File: src/rtl/sync_fifo_param.sv
// sync_fifo_param
//   Single-clock synchronous FIFO with chip select, occupancy count,
//   programmable almost-full / almost-empty flags and one-cycle
//   overflow / underflow error pulses.
//
//   Optional feature macro: SYNC_FIFO_FWFT_EN
//     defined   -> first-word-fall-through: data_out shows mem[rd_ptr]
//                  whenever the FIFO is not empty, rd_en pops the head.
//     undefined -> standard mode: data_out is a register loaded on the
//                  edge where a read is accepted (1-cycle latency).
//
//   Ports
//     clk          rising-edge clock
//     rst          asynchronous active-high reset
//     cs           chip select; gates wr_en and rd_en
//     wr_en        write request
//     rd_en        read request / pop acknowledge (FWFT)
//     data_in      write data, WIDTH bits
//     data_out     read data, WIDTH bits
//     empty        count == 0
//     full         count == DEPTH
//     almost_full  count >= AFULL_THRESH
//     almost_empty count <= AEMPTY_THRESH
//     count        occupancy 0..DEPTH
//     overflow     registered pulse: write requested while full
//     underflow    registered pulse: read requested while empty
//
//   Handshake: a write is taken on any rising edge where cs & wr_en & !full,
//   a read where cs & rd_en & !empty; both use the flags as they were
//   before the edge, so a request against a full/empty FIFO is dropped and
//   reported on overflow/underflow after that edge.
module sync_fifo_param #(
    parameter int WIDTH         = 32,
    parameter int DEPTH         = 128,
    parameter int AFULL_THRESH  = DEPTH - 4,
    parameter int AEMPTY_THRESH = 4
) (
    input  logic                     clk,
    input  logic                     rst,
    input  logic                     cs,
    input  logic                     wr_en,
    input  logic                     rd_en,
    input  logic [WIDTH-1:0]         data_in,
    output logic [WIDTH-1:0]         data_out,
    output logic                     empty,
    output logic                     full,
    output logic                     almost_full,
    output logic                     almost_empty,
    output logic [$clog2(DEPTH):0]   count,
    output logic                     overflow,
    output logic                     underflow
);

    localparam int AW = $clog2(DEPTH);
    localparam int PW = AW + 1;

    localparam logic [PW-1:0] AF_T = PW'(AFULL_THRESH);
    localparam logic [PW-1:0] AE_T = PW'(AEMPTY_THRESH);

    logic [WIDTH-1:0] mem [DEPTH];

    logic [PW-1:0] wr_ptr_q, wr_ptr_d;
    logic [PW-1:0] rd_ptr_q, rd_ptr_d;
    logic [PW-1:0] count_q, count_d;
    logic          overflow_q, overflow_d;
    logic          underflow_q, underflow_d;

    logic [AW-1:0] wr_addr;
    logic [AW-1:0] rd_addr;
    logic          wr_acc;
    logic          rd_acc;

    assign wr_addr = wr_ptr_q[AW-1:0];
    assign rd_addr = rd_ptr_q[AW-1:0];

    // Flags decode straight from the registered pointers and count.
    assign empty        = (wr_ptr_q == rd_ptr_q);
    assign full         = (wr_addr == rd_addr) && (wr_ptr_q[AW] != rd_ptr_q[AW]);
    assign almost_full  = (count_q >= AF_T);
    assign almost_empty = (count_q <= AE_T);
    assign count        = count_q;
    assign overflow     = overflow_q;
    assign underflow    = underflow_q;

    // Acceptance uses pre-edge flags: at full only the read can go, at
    // empty only the write can go.
    assign wr_acc = cs & wr_en & ~full;
    assign rd_acc = cs & rd_en & ~empty;

    always_comb begin
        wr_ptr_d    = wr_ptr_q;
        rd_ptr_d    = rd_ptr_q;
        count_d     = count_q;
        overflow_d  = cs & wr_en & full;
        underflow_d = cs & rd_en & empty;
        if (wr_acc) wr_ptr_d = wr_ptr_q + PW'(1);
        if (rd_acc) rd_ptr_d = rd_ptr_q + PW'(1);
        case ({wr_acc, rd_acc})
            2'b10:   count_d = count_q + PW'(1);
            2'b01:   count_d = count_q - PW'(1);
            default: count_d = count_q;
        endcase
    end

    always_ff @(posedge clk or posedge rst) begin
        if (rst) begin
            wr_ptr_q    <= '0;
            rd_ptr_q    <= '0;
            count_q     <= '0;
            overflow_q  <= 1'b0;
            underflow_q <= 1'b0;
        end else begin
            wr_ptr_q    <= wr_ptr_d;
            rd_ptr_q    <= rd_ptr_d;
            count_q     <= count_d;
            overflow_q  <= overflow_d;
            underflow_q <= underflow_d;
        end
    end

    // Storage is deliberately not reset.
    always_ff @(posedge clk) begin
        if (wr_acc) mem[wr_addr] <= data_in;
    end

`ifdef SYNC_FIFO_FWFT_EN
    // Head entry is always presented; meaningless while empty.
    assign data_out = mem[rd_addr];
`else
    logic [WIDTH-1:0] data_out_q;

    always_ff @(posedge clk or posedge rst) begin
        if (rst)         data_out_q <= '0;
        else if (rd_acc) data_out_q <= mem[rd_addr];
    end

    assign data_out = data_out_q;
`endif

endmodule

File: config.mk
export PLATFORM = sky130hd
export DESIGN_NAME = sync_fifo_param
export DESIGN_NICKNAME = d
export VERILOG_FILES = /design/src/rtl/sync_fifo_param.sv
export SDC_FILE = /design/constraint.sdc
export NUM_CORES = 2
export LEC_CHECK = 0
export CORE_MARGIN = 2
export CORE_UTILIZATION = 35
export CTS_BUF_LIST = sky130_fd_sc_hd__clkbuf_16
export DETAILED_ROUTE_END_ITERATION = 10
export GPL_TIMING_DRIVEN = 0
export SKIP_LAST_GASP = 1
export SLEW_MARGIN = 20
export SYNTH_ARGS = -nofsm -noshare
export SYNTH_HDL_FRONTEND = slang
export SYNTH_SLANG_ARGS = --single-unit
File: constraint.sdc
create_clock -name clk -period 3.5 [get_ports clk]
set_clock_uncertainty 0.05 [all_clocks]
set_input_delay 0.7 -clock clk [delete_from_list [all_inputs] [get_ports clk]]
set_output_delay 0.7 -clock clk [all_outputs]
set_load 0.02 [all_outputs]
==> impl_metrics.ini <==
[clock_network]
cts_max_path_buffers = 4
clkTransAtPathRegs_ps = 60
cts_buffers = 413
cts-root-buf = clkbuf_16
clk_latency_ps = 1040
htree_levels = 5
cts_tree = yes
clock_sinks = 4154

[routing]
vias = 91959
wl_per_cell_um = 45.2
drtAntennaViolNets = 0
firstDrtPassIters = 7
drc = 0
routed_wl_mm = 662
avgViaCountPerCell = 6.28
drt_iter0_drc = 19600

[place]
portBuffers = 82
dp_worst_setup_slack_ps = -1970
dpl_cell_area_mm2 = 0.178
dpl.cell_count = 13668
globalplace.congestion = 0.999
hpwl_mm = 460

[synthesis]
synth_compound_area_share_pct = 3.29
yosysTopAreaCellShare_pct = 76.8
avgSynthCellArea_um2 = 22.1
synth_largest_area_cell = edfxtp_1
synth_ff_type = edfxtp_1
synth.distinct_cells = 81
synth_top_family_by_area = multiplexers
synthTopCellsByArea = edfxtp_1 (77%), mux4_2 (12%), mux2i_1 (2.4%), dfrtp_1 (0.91%), nor2_1 (0.57%)
syn_inst = 7242
ys_seq_area_share_pct = 77.7
synth_simple_gate_area_share_pct = 1.59
ys_seq_elements = 4154
async_flop_share_pct = 1.40
synth-warning-count = 0
synth-adder-area-share_pct = 0.0828
synth_edf_count = 4096
synth.area.mux_share_pct = 15.2
synth_area_mm2 = 0.160
synthesis.nets = 7289
synth_xor_area_share_pct = 0.159

[sta]
final_hold_viol_count = 0
period_share_pct = 113
max_slew.worst_pin.slew_ps = 1300
max_freq_mhz = 253
rsz0062_at_grt = yes
finalSetupViolCount = 45
holdWs_ps = 52.5
layout_min_cycle_time_ps = 3950
maxSlewViolCount = 0
maxSlewHeadroom_pct = 13.3
tns_ps = -6460
setup_ws_ps = -449

[cells_and_area]
syn_to_final_growth_pct = 22.0
register_area_mm2 = 0.124
drive_gt1_share_pct = 32.2
stdcell_area_mm2 = 0.195
finish.utilization_pct = 42.9
multi_input_area_mm2 = 0.0350
fin_nets = 8318
finalNonFillerCells = 14640
n_fill_cell = 38404

[setup_path]
crit_path_frequent_cell = clkbuf_2
startpoint_type = register
critPathTopFamily = simple AND/OR/NAND/NOR gates
path_cells = nor2b_1, clkbuf_2, nand2_2, clkbuf_2, nor2_1, nor4_4, o31a_1, nor3_1
critPathArrivalTime_ps = 4760
max_stage_delay_ps = 620
slowest_stage = nor4_4
crit_required_ps = 4310
crit_type = register to register
critPathMaxFanout = 10
endpoint_kind = register
cp.buffers_inverters = 2

[grt]
grtUsageTotal_pct = 28.0
antenna_found_initial = 58
grt_pass1_wl_mm = 847
grt_pass1_vias = 85534
grt_max_degree = 100
grt-ovfl-total = 0

[floorplanning]
chipHeight_um = 680
row_count = 248
die_w_um = 680
coreArea_mm2 = 0.456
ios = 83
die_area_mm2 = 0.463
start_util_pct = 35.1

[run]
cap_viol_max_count = 0

[min_path]
hold_class = input port to register

[status]
outcome = finished, violations left
violations = setup timing

[pwr]
power_mw = 159
powerDensity_mw_per_mm2 = 816
leakage_nw = 62.0
ir_drop_v = 0.000541
[layout by cell type, fill, tap and decap left out, types with 106 or more instances in the layout]
cell type,Yosys,final
a21oi_1,158,144
buf_12,25,245
buf_16,0,187
buf_4,43,209
buf_6,49,116
clkbuf_16,0,418
clkinv_1,2,117
edfxtp_1,4096,4096
inv_1,12,106
mux2i_1,380,363
mux4_2,884,885
nand2_1,143,135
nor2_4,0,134
[worst reg2reg max path, cell delays in order, from the launching register on]
cell and delay, ps:
dfrtp_2 530, nor2b_1 210, clkbuf_2 520, nand2_2 580, clkbuf_2 580, nor2_1 190
nor4_4 620, o31a_1 430, nor3_1 110
[power breakdown]
| group | leakage, nW | switching (mW) | total (mW) | internal [mW] |
|---|---|---|---|---|
| registers | 37.5 | 0.832 | 56.1 | 55.3 |
| logic | 17.8 | 39.0 | 59.5 | 20.4 |
| clock network | 6.76 | 19.6 | 43.7 | 24.1 |
| total | 62.0 | 59.5 | 159 | 99.8 |
[Yosys cell counts (all sizes together) (13+ instances only)]
master	number
a2111oi	15
a211oi	64
a21oi	160
a221oi	65
a22o	27
a22oi	106
a31oi	14
buf	266
clkbuf	142
dfrtp	58
edfxtp	4096
inv	13
mux2	27
mux2i	380
mux4	899
nand2	145
nand3	61
nor2	242
nor2b	25
nor3	44
o211ai	18
o21ai	82
o221ai	39
o22ai	86
o31ai	14
xnor2	24
[state kept, by name (all words and copies together), names as in the netlist]
signal	count
data_out	32
count	8
overflow	1
mem	4096
wr_ptr_q	8
underflow	1
rd_ptr_q	8
[routing by layer]
metal	part of all wire (%)	track usage, %
met1	34	35.1
met2	42	39.9
met3	16	11.7
met4	8.0	17.9
met5	0.12	0.271
[logic make-up after synthesis]
| kind of cell | count (synthesis) |
|---|---|
| buffers and inverters | 426 |
| muxes | 1306 |
| adders and majority gates | 10 |
| DFF | 4154 |
| and+or+nand+nor | 574 |
| xor gates and xnor gates | 29 |
| AOI/OAI and AO/OA | 743 |
[final timing paths]
| path | start | endpoint | cells past startpoint | slack [ps] |
|---|---|---|---|---|
| max | rd_ptr_q[5]$_DFFE_PP0P_ | data_out[2]$_DFFE_PP0P_ | 8 | -450 |
| min | data_in[7] | mem[27][7]$_DFFE_PP_ | 1 | 50 |
| max reg2reg | rd_ptr_q[5]$_DFFE_PP0P_ | data_out[2]$_DFFE_PP0P_ | 8 | -450 |
| min reg2reg | count[7]$_DFFE_PP0P_ | count[7]$_DFFE_PP0P_ | 1 | 470 |
| max in group asynchronous | rst | rd_ptr_q[5]$_DFFE_PP0P_ | 4 | 2110 |
| min in group asynchronous | rst | data_out[27]$_DFFE_PP0P_ | 3 | 540 |
[final cells by class]
type                    instances  area share, %
flip-flops and latches       4154           63.7
multi-input cells            2662           17.9
repair buffers                621           5.37
clock buffers                 417           5.34
well taps                    6000           3.84
plain buffers                 404           2.41
clock inverters               342           1.37
inverters                      15         0.0352
diodes                         25         0.0320
[repair_timing]
| action | in CTS | in global routing |
|---|---|---|
| pin swaps | 55 | 41 |
| gates resized for setup | 425 | 291 |
| hold buffers | 8 | 0 |
| setup endpoints to repair | 4147 | 983 |
| buffers inserted | 95 | 90 |
| endpoints found under the hold margin | 135 | 0 |
| gates cloned | 0 | 1 |
(Power assumes the default switching activity.)
